[config.mk]
export PLATFORM = sky130hd
export DESIGN_NAME = calc_control_fsm
export DESIGN_NICKNAME = d
export VERILOG_FILES = /design/src/rtl/calc_control_fsm.sv
export SDC_FILE = /design/constraint.sdc
export NUM_CORES = 1
export LEC_CHECK = 0
export CAP_MARGIN = 5
export CORE_MARGIN = 2
export CORE_UTILIZATION = 34
export CTS_CLUSTER_SIZE = 20
export DETAILED_ROUTE_END_ITERATION = 16
export DONT_BUFFER_PORTS = 1
export GPL_ROUTABILITY_DRIVEN = 1
export PLACE_DENSITY = 0.58
export SLEW_MARGIN = 20
export SYNTH_ARGS = -nofsm -noshare
export SYNTH_HDL_FRONTEND = slang
export SYNTH_SLANG_ARGS = --single-unit
[constraint.sdc]
create_clock -name clk -period 3.52 [get_ports clk]
set_input_delay 0.352 -clock clk [delete_from_list [all_inputs] [get_ports clk]]
set_output_delay 0.352 -clock clk [all_outputs]
set_load 0.02 [all_outputs]
[src/rtl/calc_control_fsm.sv]
// Keypad BCD calculator sequencer: collects two BCD operands and an operator,
// runs the datapath for a two-cycle execute window and selects the display value.
// Optional build macro CALC_CHAIN_EN: an operator in SHOW chains the last result as operand A.
module calc_control_fsm #(
  parameter int DIGITS = 4
) (
  input  logic                  clk,
  input  logic                  reset_n,
  input  logic                  key_valid,
  input  logic [3:0]            key_code,
  input  logic [4*DIGITS-1:0]   resultado,
  input  logic                  operacion_valida,
  output logic [4*DIGITS-1:0]   numero_1,
  output logic [4*DIGITS-1:0]   numero_2,
  output logic [1:0]            suma_resta,
  output logic                  igual_en,
  output logic [4*DIGITS-1:0]   display,
  output logic                  error,
  output logic                  busy
);

  localparam int W  = 4 * DIGITS;
  localparam int CW = $clog2(DIGITS + 1);
  localparam logic [CW-1:0] CNT_FULL = CW'(DIGITS);

  typedef enum logic [2:0] {
    ST_ENTER_A,
    ST_ENTER_B,
    ST_EXEC,
    ST_WAIT,
    ST_SHOW
  } state_t;

  state_t          r_state;
  logic [W-1:0]    r_num1;
  logic [W-1:0]    r_num2;
  logic [W-1:0]    r_result;
  logic [W-1:0]    r_display;
  logic [CW-1:0]   r_cnt;
  logic [1:0]      r_op;
  logic            r_igual;
  logic            r_busy;
  logic            r_error;

  logic            w_digit;
  logic            w_oper;
  logic            w_equal;
  logic            w_clear;
  logic            w_full;
  logic [1:0]      w_op_code;
  logic [W-1:0]    w_digit_ext;

  // Key decode; 0xE/0xF fall through every class and are dropped.
  assign w_digit     = key_valid && (key_code <= 4'h9);
  assign w_oper      = key_valid && ((key_code == 4'hA) || (key_code == 4'hB));
  assign w_equal     = key_valid && (key_code == 4'hC);
  assign w_clear     = key_valid && (key_code == 4'hD);
  assign w_full      = (r_cnt == CNT_FULL);
  assign w_op_code   = {1'b1, key_code[0]};
  assign w_digit_ext = {{(W-4){1'b0}}, key_code};

  // NOTE: all state below lives in one clocked block with non-blocking updates, so
  // every right-hand side reads the pre-edge value regardless of statement order.
  always_ff @(posedge clk or negedge reset_n) begin
    if (!reset_n) begin
      r_state   <= ST_ENTER_A;
      r_num1    <= '0;
      r_num2    <= '0;
      r_result  <= '0;
      r_display <= '0;
      r_cnt     <= '0;
      r_op      <= 2'b00;
      r_igual   <= 1'b0;
      r_busy    <= 1'b0;
      r_error   <= 1'b0;
    end else if (w_clear) begin
      // Clear wins in every state, including an in-flight EXEC/WAIT (no capture).
      r_state   <= ST_ENTER_A;
      r_num1    <= '0;
      r_num2    <= '0;
      r_result  <= '0;
      r_display <= '0;
      r_cnt     <= '0;
      r_op      <= 2'b00;
      r_igual   <= 1'b0;
      r_busy    <= 1'b0;
      r_error   <= 1'b0;
    end else begin
      unique case (r_state)
        ST_ENTER_A: begin
          if (w_digit && !w_full) begin
            r_num1    <= {r_num1[W-5:0], key_code};
            r_display <= {r_num1[W-5:0], key_code};
            r_cnt     <= r_cnt + 1'b1;
          end else if (w_oper) begin
            r_op      <= w_op_code;
            r_num2    <= '0;
            r_cnt     <= '0;
            r_display <= r_num1;
            r_state   <= ST_ENTER_B;
          end
        end

        ST_ENTER_B: begin
          if (w_digit && !w_full) begin
            r_num2    <= {r_num2[W-5:0], key_code};
            r_display <= {r_num2[W-5:0], key_code};
            r_cnt     <= r_cnt + 1'b1;
          end else if (w_oper && (r_cnt == '0)) begin
            r_op <= w_op_code;
          end else if (w_equal) begin
            r_igual <= 1'b1;
            r_busy  <= 1'b1;
            r_state <= ST_EXEC;
          end
        end

        ST_EXEC: begin
          r_state <= ST_WAIT;
        end

        ST_WAIT: begin
          r_result  <= resultado;
          r_error   <= ~operacion_valida;
          r_display <= operacion_valida ? resultado : '1;
          r_igual   <= 1'b0;
          r_busy    <= 1'b0;
          r_state   <= ST_SHOW;
        end

        ST_SHOW: begin
          if (w_digit) begin
            // The loaded digit counts as the first digit of the new operand.
            r_num1    <= w_digit_ext;
            r_num2    <= '0;
            r_error   <= 1'b0;
            r_cnt     <= CW'(1);
            r_display <= w_digit_ext;
            r_state   <= ST_ENTER_A;
          end
`ifdef CALC_CHAIN_EN
          else if (w_oper && !r_error) begin
            r_num1    <= r_result;
            r_num2    <= '0;
            r_op      <= w_op_code;
            r_cnt     <= '0;
            r_display <= r_result;
            r_state   <= ST_ENTER_B;
          end
`endif
        end

        default: r_state <= ST_ENTER_A;
      endcase
    end
  end

  assign numero_1   = r_num1;
  assign numero_2   = r_num2;
  assign suma_resta = r_op;
  assign igual_en   = r_igual;
  assign display    = r_display;
  assign error      = r_error;
  assign busy       = r_busy;

endmodule

Word level (Yosys, flattened, before mapping)
Index checks and enable logic that the tools add are counted.
{"block": "word_totals", "reg_bits": 58, "inputBits": 24, "word_cells": 97}
{"block": "classes", "eq_ne": 19, "n_addsub": 1, "reduce_logical": 24, "mux": 43, "n_bitwise": 1, "magnitude_cmp": 1}
{"op": "$mux W16", "n": 12}
{"op": "$pmux W16 S4", "n": 1}
{"op": "$pmux W16 S3", "n": 1}
{"op": "$mux W3", "n": 12}
{"op": "$pmux W16 S2", "n": 1}
{"op": "$ne A3 B3 Y1 const B", "n": 9}
{"op": "$eq A4 B4 Y1 const B", "n": 4}
{"op": "$pmux W3 S5", "n": 1}
{"op": "$reduce_and A4 Y1", "n": 3}
{"op": "$reduce_bool A3 Y1", "n": 4}
{"op": "$mux W2", "n": 5}
{"op": "$reduce_and A5 Y1", "n": 2}
{"op": "$pmux W3 S3", "n": 1}
{"op": "$eq A3 B2 Y1 const B", "n": 2}
{"op": "$eq A3 B3 Y1 const B", "n": 2}
{"op": "$logic_and A1 B1 Y1", "n": 6}
{"op": "$logic_not A3 Y1", "n": 2}
{"op": "$mux W1", "n": 6}
{"op": "$reduce_and A6 Y1", "n": 1}
{"op": "$reduce_bool A5 Y1", "n": 1}
{"op": "$le A4 B4 Y1 const B", "n": 1}
{"op": "$ne A4 B4 Y1 const B", "n": 1}
{"op": "$pmux W1 S2", "n": 2}
{"op": "$pmux W2 S2", "n": 1}
{"op": "other kinds (8)", "n": 8}

Logic depth before layout (Yosys ltp)
Gate-level depths: netlist (run 1).
{"block": "depth", "word_depth": 8, "depth_mapped": 9, "mapped_depth_nobuf": 7}

Worst setup path before layout (run 1)
Ideal clock, no wire load.
{"block": "synth_timing", "path_type": "reg2reg", "from": "register r_cnt[0]", "to": "register r_num2[10] (netlist: numero_2[10])", "path_slack_ps": 1552, "path_stages_with_launch": 9, "arrival_ps": 1847, "period_less_slack_ps": 1968, "path_cell_list": "dfrtp_1 -> inv_1 -> ha_1 -> a21boi_0 -> nand3_1 -> a31o_1 -> o221a_4 -> buf_6 -> a22o_1"}
{"block": "synth_via", "elab_chain_len": 5, "word_cells_on_any_way": 6}
{"item": "from (decl)", "line": "39", "rtl": "logic [CW-1:0] r_cnt;"}
{"item": "from (signal assigned)", "line": "94", "rtl": "r_cnt <= r_cnt + 1'b1;"}
{"item": "from (signal assigned)", "line": "108", "rtl": "r_cnt <= r_cnt + 1'b1;"}
{"item": "$eq A3 B3 Y1 *", "line": "58", "rtl": "assign w_full = (r_cnt == CNT_FULL);"}
{"item": "$logic_not A1 Y1 *", "line": "91, 105"}
{"item": "$logic_and A1 B1 Y1 *", "line": "91, 105"}
{"item": "$ne A3 B3 Y1 (no source line)"}
{"item": "$reduce_and A5 Y1 (no source line) *"}
{"item": "to (signal assigned)", "line": "106", "rtl": "r_num2 <= {r_num2[W-5:0], key_code};"}
{"item": "to (decl)", "line": "36", "rtl": "logic [W-1:0] r_num2;"}
Mark *: on every way between the ends. The rest lies on a longest branch, timed or not.
A chain may end at the register's enable or synchronous reset.

Worst setup path after layout (run 1)
{"block": "layout_timing", "from": "register r_cnt[0]", "to": "register r_num2[3] (netlist: numero_2[3])"}
Same word-level chain as after synthesis.

==> results.ini, run 1 <==
[route]
viasPerCell=5.67
routedWlPerCell_um=19.7
dr_total_vias=2357
drtPass1Iterations=4
drtIter0Drc=223
postRouteAntennaNets=0
drcViolationCount=0
wl_um=8210

[clock_network]
cts-resized-gates=0
ctsLongestPathBuffers=2
hold_buffers=2
cts.sinks=58
postCtsSetupBuffers=0
htree_levels=3
insertion_delay_ns=0.34
cts_root_buf=clkbuf_8
cts_tree=built
cts_inserted_buffers=9
clk_pin_slew_worst_paths_ns=0.07

[timing]
slew_viol_final=0
finalSetupTns_ns=0
fin_ws_ns=1.11
grt_setup_unrepaired=false
setup_viol=0
finalHoldViolCount=0
tightest_slew_ns=0.849
finalWorstPathRequiredPeriod_ns=2.41
fmax_mhz=415
skew_ns=0.00903
slew_headroom_pct=43.2
holdWs_ns=0.161
period_share_pct=68.5

[place]
io_buffer_count=0
dp_hpwl_um=5800
gp_congestion=0.790
place_ws_ns=1.16
dpl_cell_area_sq_mm=0.00306

[synthesis]
synth_edf_count=0
synth_cells=308
ys_warn_count=0
syn_nets=334
synth_seq_cells=58
synth_cell_types=38
synthArstFlopShare_pct=100
synthesis.area_sq_mm=0.00298
synth_area_leaders=dfrtp_1 (49%), mux2_2 (7.2%), a21oi_1 (6.4%)
syn_area_per_cell_sq_um=9.68
yosysTopAreaCell=dfrtp_1
seq_area_frac_synth_pct=48.7
synth_top_area_share_pct=48.7
synthFlopType=dfrtp_1

[floorplan]
core-area_sq_mm=0.00859
dieWidth_um=97.7
start_util_pct=34.7
dieArea_sq_mm=0.00954
die_h_um=97.7
row_count=34
io_pins=77

[layout]
layout_common_cells=dfrtp_1 (58), a21oi_1 (38), nand2_1 (37), nor2_1 (22), mux2_2 (19)
area_growth_pct=10.5
n_antenna_cell=0
drive_gt1_share_pct=15.3
final_common_cell=dfrtp_1
final-seq-area_sq_mm=0.00145
stdcell_area_sq_mm=0.00330
multi_input_comb_area_sq_mm=0.00140
finalNetCount=329
fillers=863

[worst_setup_path]
worstPathMaxFanout=20
start_kind=register
required_ns=3.74
cp.arrival_ns=2.63
critPathKind=register to register
end_kind=register

[job]
max-cap-violations=0

[global_route]
antenna_found_initial=0
grt-ovfl-total=0
grt_max_degree=59
grt_first_pass_wirelength_um=13200
grt_util_all_layers_pct=17.6
first_global_vias=2259

[pwr]
p_leak_nw=1.42
p_total_w=0.00319
ir_worst_vdd_uv=328
cellPowerDensity_mw_per_mm2=968

[hold_path]
min_path_type=primary input to register

[status]
status=finished, final reports clean

Yosys cell counts, drive strengths merged, types with 3 or more instances:
cell type	count
dfrtp	58
a21oi	38
nand2	37
nor2	22
mux2	21
o21ai	19
o31ai	18
clkbuf	15
a22o	13
o22ai	13
buf	10
inv	6
nand2b	5
a222oi	4
a31oi	3
nor2b	3
cell families (layout without fill, tap and decap cells):
family	count (synthesis)	after routing	share of synthesized area (%)
buf+inv	31	31	4.61
flops	58	58	48.7
simple gates	77	77	11.5
mux	23	23	8.85
compound gates	117	117	25.5
fa+ha+maj	2	2	0.839
critical path, stage by stage, from the launching register on:
cell	delay (ns)
dfrtp_1	0.39
inv_1	0.06
ha_1	0.22
a21boi_0	0.28
nand2_1	0.10
buf_4	0.23
o22ai_1	0.31
o221a_4	0.38
mux2_4	0.32
per-stage QoR:
stage                     utilization [%]  instances
final                                38.4        416
after floorplan                         -        308
after global routing                 38.4        416
after global placement               35.6        398
after CTS                            38.4        416
after detailed placement             35.6        398
power by group:
part	internal, W	total [W]	switching, W
sequential	0.000952	0.00164	0.000684
combinational	0.000432	0.000933	0.000501
clock	0.000347	0.000621	0.000274
total	0.00173	0.00319	0.00146
layer usage:
metal | up-vias | part of all wire (%) | GRT usage [%]
met4 | 0 | 0.79 | 5.56
met5 | - | 0 | 0
met2 | 104 | 44 | 24.5
li1 | 1124 | - | -
met1 | 1125 | 45 | 24.2
met3 | 4 | 10 | 8.06
registers in the layout (all words and copies together), names as in the netlist:
| register | count |
|---|---|
| error | 1 |
| display | 16 |
| r_cnt | 3 |
| r_state | 3 |
| suma_resta | 2 |
| numero_2 | 16 |
| numero_1 | 16 |
| busy | 1 |
area by class of cell:
type / count / share of cell area (%)
sequential: 58 / 44.0
multi-input combinational: 219 / 42.5
clock buffer: 12 / 4.40
tap: 108 / 4.10
timing repair buffer: 9 / 2.73
clock inverter: 4 / 1.56
inverter: 6 / 0.683
path summary, 6_finish.rpt:
path,from,endpoint,slack (ns),cells past startpoint
worst max-delay path,r_cnt[0]$_DFFE_PN0P_,numero_2[3]$_DFFE_PN0P_,1.11,8
worst min-delay path,key_code[1],numero_1[1]$_DFFE_PN0P_,0.16,1
worst max register to register,r_cnt[0]$_DFFE_PN0P_,numero_2[3]$_DFFE_PN0P_,1.11,8
worst min register to register,r_cnt[2]$_DFFE_PN0P_,r_cnt[2]$_DFFE_PN0P_,0.58,1
max in group asynchronous,reset_n,numero_1[3]$_DFFE_PN0P_,2.72,2
min in group asynchronous,reset_n,r_state[1]$_DFFE_PN0P_,0.54,2
No activity file was read; power rests on OpenSTA's default activity.
==> run 2, diff against run 1 <==
--- a/config.mk
+++ b/config.mk
@@ -12,7 +12,7 @@
 export DETAILED_ROUTE_END_ITERATION = 16
 export DONT_BUFFER_PORTS = 1
 export GPL_ROUTABILITY_DRIVEN = 1
-export PLACE_DENSITY = 0.58
+export PLACE_DENSITY = 0.6
 export SLEW_MARGIN = 20
 export SYNTH_ARGS = -nofsm -noshare
 export SYNTH_HDL_FRONTEND = slang
==> constraint.sdc (replaced) <==
create_clock -name clk -period 2.1 [get_ports clk]
set_input_delay 0.21 -clock clk [delete_from_list [all_inputs] [get_ports clk]]
set_output_delay 0.21 -clock clk [all_outputs]
set_load 0.02 [all_outputs]
==> results.ini, run 2 (synthesized netlist as in run 1, its figures left out) <==
[status]
status=finished, final reports clean

[pwr]
p_seq_share_pct=47.5  ; -3.8 points
comb_power_share_pct=30.1  ; +0.9 points
clockPowerShare_pct=22.3  ; +2.8 points
switching_share_pct=43.7  ; -2.0 points
cellPowerDensity_mw_per_mm2=1640  ; +70%
p_switching_w=0.00252  ; +73%
ir_worst_vdd_uv=948  ; +190%
p_int_w=0.00325  ; +88%
p_leak_nw=1.53  ; +8.2%

[route]
postRouteAntennaNets=0  ; unchanged
drcViolationCount=0  ; unchanged
routedWlPerCell_um=20.6  ; +4.4%
viasPerCell=5.77  ; +1.9%
drtIter0Drc=137  ; -39%
wl_um=8910  ; +8.4%
dr_total_vias=2494  ; +5.8%
drtPass1Iterations=4  ; unchanged

[timing]
tightest_slew_ns=0.550  ; -0.299 ns
holdWs_ns=0.0153  ; -0.146 ns
finalSetupTns_ns=0  ; unchanged
skew_ns=0.0113  ; +0.00230 ns
setup_viol=0  ; unchanged
finalHoldViolCount=0  ; unchanged
finalWorstPathRequiredPeriod_ns=2.05  ; -0.364 ns
slew_headroom_pct=63.3  ; +20 points
slew_viol_final=0  ; unchanged
fmax_mhz=488  ; +18%
period_share_pct=97.5  ; +29 points
grt_setup_unrepaired=true

[worst_setup_path]
crit_family=compound AO/OA/AOI/OAI gates
end_kind=register
cp.arrival_ns=2.28  ; -0.35 ns
required_ns=2.33  ; -1.41 ns
cp_num_buf_inv=1  ; -1
max_stage_delay_ns=0.35  ; -0.04 ns
worstPathMaxFanout=8  ; -60%
critPathSlowestCell=dfrtp_1
path_cells=inv_1, ha_1, a21boi_2, nand2_1, o22ai_2, o221a_4, mux2_4
start_kind=register
critPathKind=register to register

[layout]
layout_common_cells=dfrtp_1 (58), nand2_1 (37), a21oi_1 (37), nor2_1 (21), buf_4 (20)
final_common_cell=dfrtp_1
fin_cells=432  ; +3.8%
stdcell_area_sq_mm=0.00351  ; +6.5%
n_antenna_cell=0  ; unchanged
area_growth_pct=17.6
drive_gt1_share_pct=21.0  ; +5.7 points
fillers=819  ; -5.1%
final-seq-area_sq_mm=0.00145  ; unchanged
finalNetCount=345  ; +4.9%
multi_input_comb_area_sq_mm=0.00145  ; +3.3%

[clock_network]
cts_inserted_buffers=9  ; unchanged
cts_root_buf=clkbuf_8
htree_levels=3  ; unchanged
cts.sinks=58  ; unchanged
cts_tree=built
insertion_delay_ns=0.34  ; about the same
ctsLongestPathBuffers=2  ; unchanged
clk_pin_slew_worst_paths_ns=0.07  ; about the same

[global_route]
grt_first_pass_wirelength_um=13700  ; +4.0%
grt_util_all_layers_pct=18.4  ; +0.86 points
antenna_found_initial=0  ; unchanged
grt-ovfl-total=0  ; unchanged
first_global_vias=2434  ; +7.7%
grt_max_degree=59  ; unchanged

[job]
max-cap-violations=0  ; unchanged

[hold_path]
min_path_type=primary input to register

[place]
placedCellCount=412  ; +3.5%
dpl_cell_area_sq_mm=0.00317  ; +3.4%
io_buffer_count=0  ; unchanged
dp_hpwl_um=6150  ; +6.0%
gp_congestion=0.931  ; +18%

[floorplan]
start_util_pct=34.7  ; unchanged
row_count=34  ; unchanged
die_h_um=97.7  ; unchanged
core-area_sq_mm=0.00859  ; unchanged
dieArea_sq_mm=0.00954  ; unchanged
io_pins=77  ; unchanged
dieWidth_um=97.7  ; unchanged

-- run 2: path summary, 6_finish.rpt --
path,start,slack (ns),cells after the start,endpoint
max,r_cnt[1]$_DFFE_PN0P_,0.05,7,numero_2[3]$_DFFE_PN0P_
min,key_code[1],0.02,1,numero_1[1]$_DFFE_PN0P_
max reg2reg,r_cnt[1]$_DFFE_PN0P_,0.05,7,numero_2[3]$_DFFE_PN0P_
min reg2reg,r_cnt[2]$_DFFE_PN0P_,0.63,1,r_cnt[2]$_DFFE_PN0P_
max in group asynchronous,reset_n,1.41,2,numero_1[10]$_DFFE_PN0P_
min in group asynchronous,reset_n,0.39,2,r_state[2]$_DFFE_PN0P_
-- run 2: cell type report --
| type | count | area share [%] |
|---|---|---|
| inverters | 6 | 0.642 |
| flip-flops and latches | 58 | 41.4 |
| well taps | 108 | 3.85 |
| repair buffers | 24 | 5.96 |
| multi-input cells | 220 | 41.2 |
| clock buffers | 12 | 4.14 |
| clock inverters | 4 | 2.82 |
-- run 2: repair_timing --
item,CTS,global route
gates resized for setup,2,7
buffers inserted,0,0
cloned,0,1
setup endpoints to repair,12,10
hold buffers,2,1
endpoints found under the hold margin,58,1
-- run 2: through the flow --
step / total power (W) / worst slack (ns) / util [%]
after global placement: 0.00438 / -0.0124 / 36.9
after floorplan: 0.00384 / 0.132 / -
after detailed placement: 0.00441 / -0.0563 / 36.9
final: 0.00577 / 0.0516 / 40.8
after CTS: 0.00574 / 0.0261 / 40.2
after global routing: 0.00613 / -0.0239 / 40.8
-- run 2: metal layers --
layer	wire [um]	vias up	GRT usage [%]
li1	-	1169	-
met1	3930	1213	24.9
met2	4170	103	27.7
met3	714	9	7.84
met4	91	0	4.06
met5	0	-	0
-- run 2: power by group through the flow --
stage | clock network (W) | logic, W | registers (W)
after global routing | 0.00135 | 0.00195 | 0.00282
after floorplan | 0 | 0.00132 | 0.00252
after global placement | 0 | 0.00161 | 0.00277
final | 0.00129 | 0.00174 | 0.00274
after CTS | 0.00130 | 0.00169 | 0.00275
after detailed placement | 0 | 0.00164 | 0.00277
==> run 3, diff against run 2 <==
==> constraint.sdc (replaced) <==
create_clock -name clk -period 2.1 [get_ports clk]
set_input_delay 0.42 -clock clk [delete_from_list [all_inputs] [get_ports clk]]
set_output_delay 0.42 -clock clk [all_outputs]
set_load 0.02 [all_outputs]
==> results.ini, run 3 (synthesized netlist as in run 1, its figures left out) <==
[layout]
n_antenna_cell=0  ; unchanged
final_util_pct=40.1  ; -0.74 points
drive_gt1_share_pct=19.3  ; -1.7 points
fin_cells=429  ; -0.69%
final_common_cell=dfrtp_1
layout_common_cells=dfrtp_1 (58), a21oi_1 (38), nand2_1 (37), nor2_1 (22), mux2_2 (19)
finalNetCount=342  ; -0.87%
area_growth_pct=15.5

[timing]
finalSetupTns_ns=0  ; unchanged
finalWorstPathRequiredPeriod_ns=1.99  ; -0.0568 ns
finalHoldViolCount=0  ; unchanged
setup_viol=0  ; unchanged
slew_viol_final=0  ; unchanged
tightest_slew_ns=0.495  ; -0.0554 ns
holdWs_ns=0.228  ; +0.213 ns
slew_headroom_pct=66.6  ; +3.3 points
fmax_mhz=502  ; +2.9%
grt_setup_unrepaired=false
period_share_pct=94.8  ; -2.7 points
skew_ns=0.00628  ; -0.00506 ns

[route]
drcViolationCount=0  ; unchanged
drtPass1Iterations=4  ; unchanged
drtIter0Drc=145  ; +5.8%
postRouteAntennaNets=0  ; unchanged
viasPerCell=5.71  ; -1.0%
wl_um=8650  ; -2.9%
dr_total_vias=2451  ; -1.7%
routedWlPerCell_um=20.2  ; -2.2%

[clock_network]
cts_tree=built
cts_root_buf=clkbuf_8
cts.sinks=58  ; unchanged
cts_inserted_buffers=9  ; unchanged
clk_pin_slew_worst_paths_ns=0.07  ; about the same
insertion_delay_ns=0.34  ; about the same
htree_levels=3  ; unchanged
postCtsSetupBuffers=0  ; unchanged
ctsLongestPathBuffers=2  ; unchanged

[floorplan]
row_count=34  ; unchanged
die_h_um=97.7  ; unchanged
dieArea_sq_mm=0.00954  ; unchanged
dieWidth_um=97.7  ; unchanged
io_pins=77  ; unchanged
core-area_sq_mm=0.00859  ; unchanged
start_util_pct=34.7  ; unchanged

[worst_setup_path]
cp.arrival_ns=2.21  ; -0.07 ns
crit_top_cell=a21oi_1
path_cells=inv_1, ha_1, a21boi_2, nand2_1, buf_4, mux2_2, a21oi_1, a21oi_1
max_stage_delay_ns=0.39  ; +0.04 ns
start_kind=register
critPathSlowestCell=dfrtp_1
required_ns=2.32  ; about the same
end_kind=register
worstPathMaxFanout=15  ; +7
critPathKind=register to register

[global_route]
grt.met1_usage_pct=25.3  ; +0.45 points
use_met3_pct=7.27  ; -0.58 points
grt-ovfl-total=0  ; unchanged
busiest_layer=met2
use_met2_pct=27.6  ; -0.11 points
grt_max_degree=59  ; unchanged
first_global_vias=2432  ; -0.082%
grt_first_pass_wirelength_um=13800  ; +0.61%
grt_util_all_layers_pct=18.5  ; +0.058 points
antenna_found_initial=0  ; unchanged

[hold_path]
min_path_type=primary input to register

[pwr]
cellPowerDensity_mw_per_mm2=1630  ; -1.1%
ir_worst_vdd_uv=693  ; -27%
p_leak_nw=1.50  ; -1.9%

[place]
placedCellCount=411  ; -0.24%
dp_hpwl_um=5990  ; -2.5%
gp_congestion=0.843  ; -9.4%
io_buffer_count=0  ; unchanged

[job]
max-cap-violations=0  ; unchanged

[status]
status=finished, final reports clean

[run 3: path summary, 6_finish.rpt]
kind,start,to,slack (ns),cells after the start
worst max-delay path,r_cnt[1]$_DFFE_PN0P_,display[5]$_DFFE_PN0P_,0.11,8
worst min-delay path,key_code[1],numero_1[1]$_DFFE_PN0P_,0.23,1
worst max register to register,r_cnt[1]$_DFFE_PN0P_,display[5]$_DFFE_PN0P_,0.11,8
worst min register to register,r_cnt[1]$_DFFE_PN0P_,r_cnt[1]$_DFFE_PN0P_,0.59,2
max in group asynchronous,reset_n,numero_2[0]$_DFFE_PN0P_,1.23,2
min in group asynchronous,reset_n,r_state[2]$_DFFE_PN0P_,0.59,2
[run 3: timing repair]
action / in CTS / in global routing
resized for setup: 0 / 2
endpoints found under the hold margin: 58 / 0
endpoints found under the setup margin: 0 / 32
hold buffers: 2 / 0
[run 3: layout make-up]
| cell class | count | area (sq um) |
|---|---|---|
| Tap cell | 108 | 135 |
| Multi-Input combinational cell | 219 | 1400 |
| Inverter | 6 | 22.5 |
| Sequential cell | 58 | 1450 |
| Fill cell | 859 | 5150 |
| Timing Repair Buffer | 22 | 213 |
| Clock inverter | 5 | 77.6 |
| Clock buffer | 11 | 141 |
[run 3: worst max-delay path: cells and delay by family (launching register included)]
family	cells	cell delay, ns
AOI/OAI and AO/OA	3	0.41
buffers and inverters	2	0.35
adders and majority gates	1	0.22
and+or+nand+nor	1	0.14
DFF	1	0.39
muxes	1	0.37
[run 3: power by group]
group	internal, W	total, W	switching (W)
logic	0.000825	0.00170	0.000879
registers	0.00160	0.00274	0.00115
clock network	0.000697	0.00116	0.000459
[run 3: routing by layer]
metal	wire [um]	share of wire, %
met3	745	8.6
met4	63	0.73
met5	0	0
met2	4040	47
met1	3790	44
[run 3: per-stage QoR]
stage / worst slack, ns / power [W] / cell area [sq um]
6_report: 0.108 / 0.00560 / 3440
5_1_grt: 0.0300 / 0.00597 / 3440
4_1_cts: 0.0134 / 0.00563 / 3440
3_5_place_dp: 0.0335 / 0.00442 / 3180
3_3_place_gp: 0.0800 / 0.00440 / 3180
2_1_floorplan: 0.132 / 0.00384 / 2980
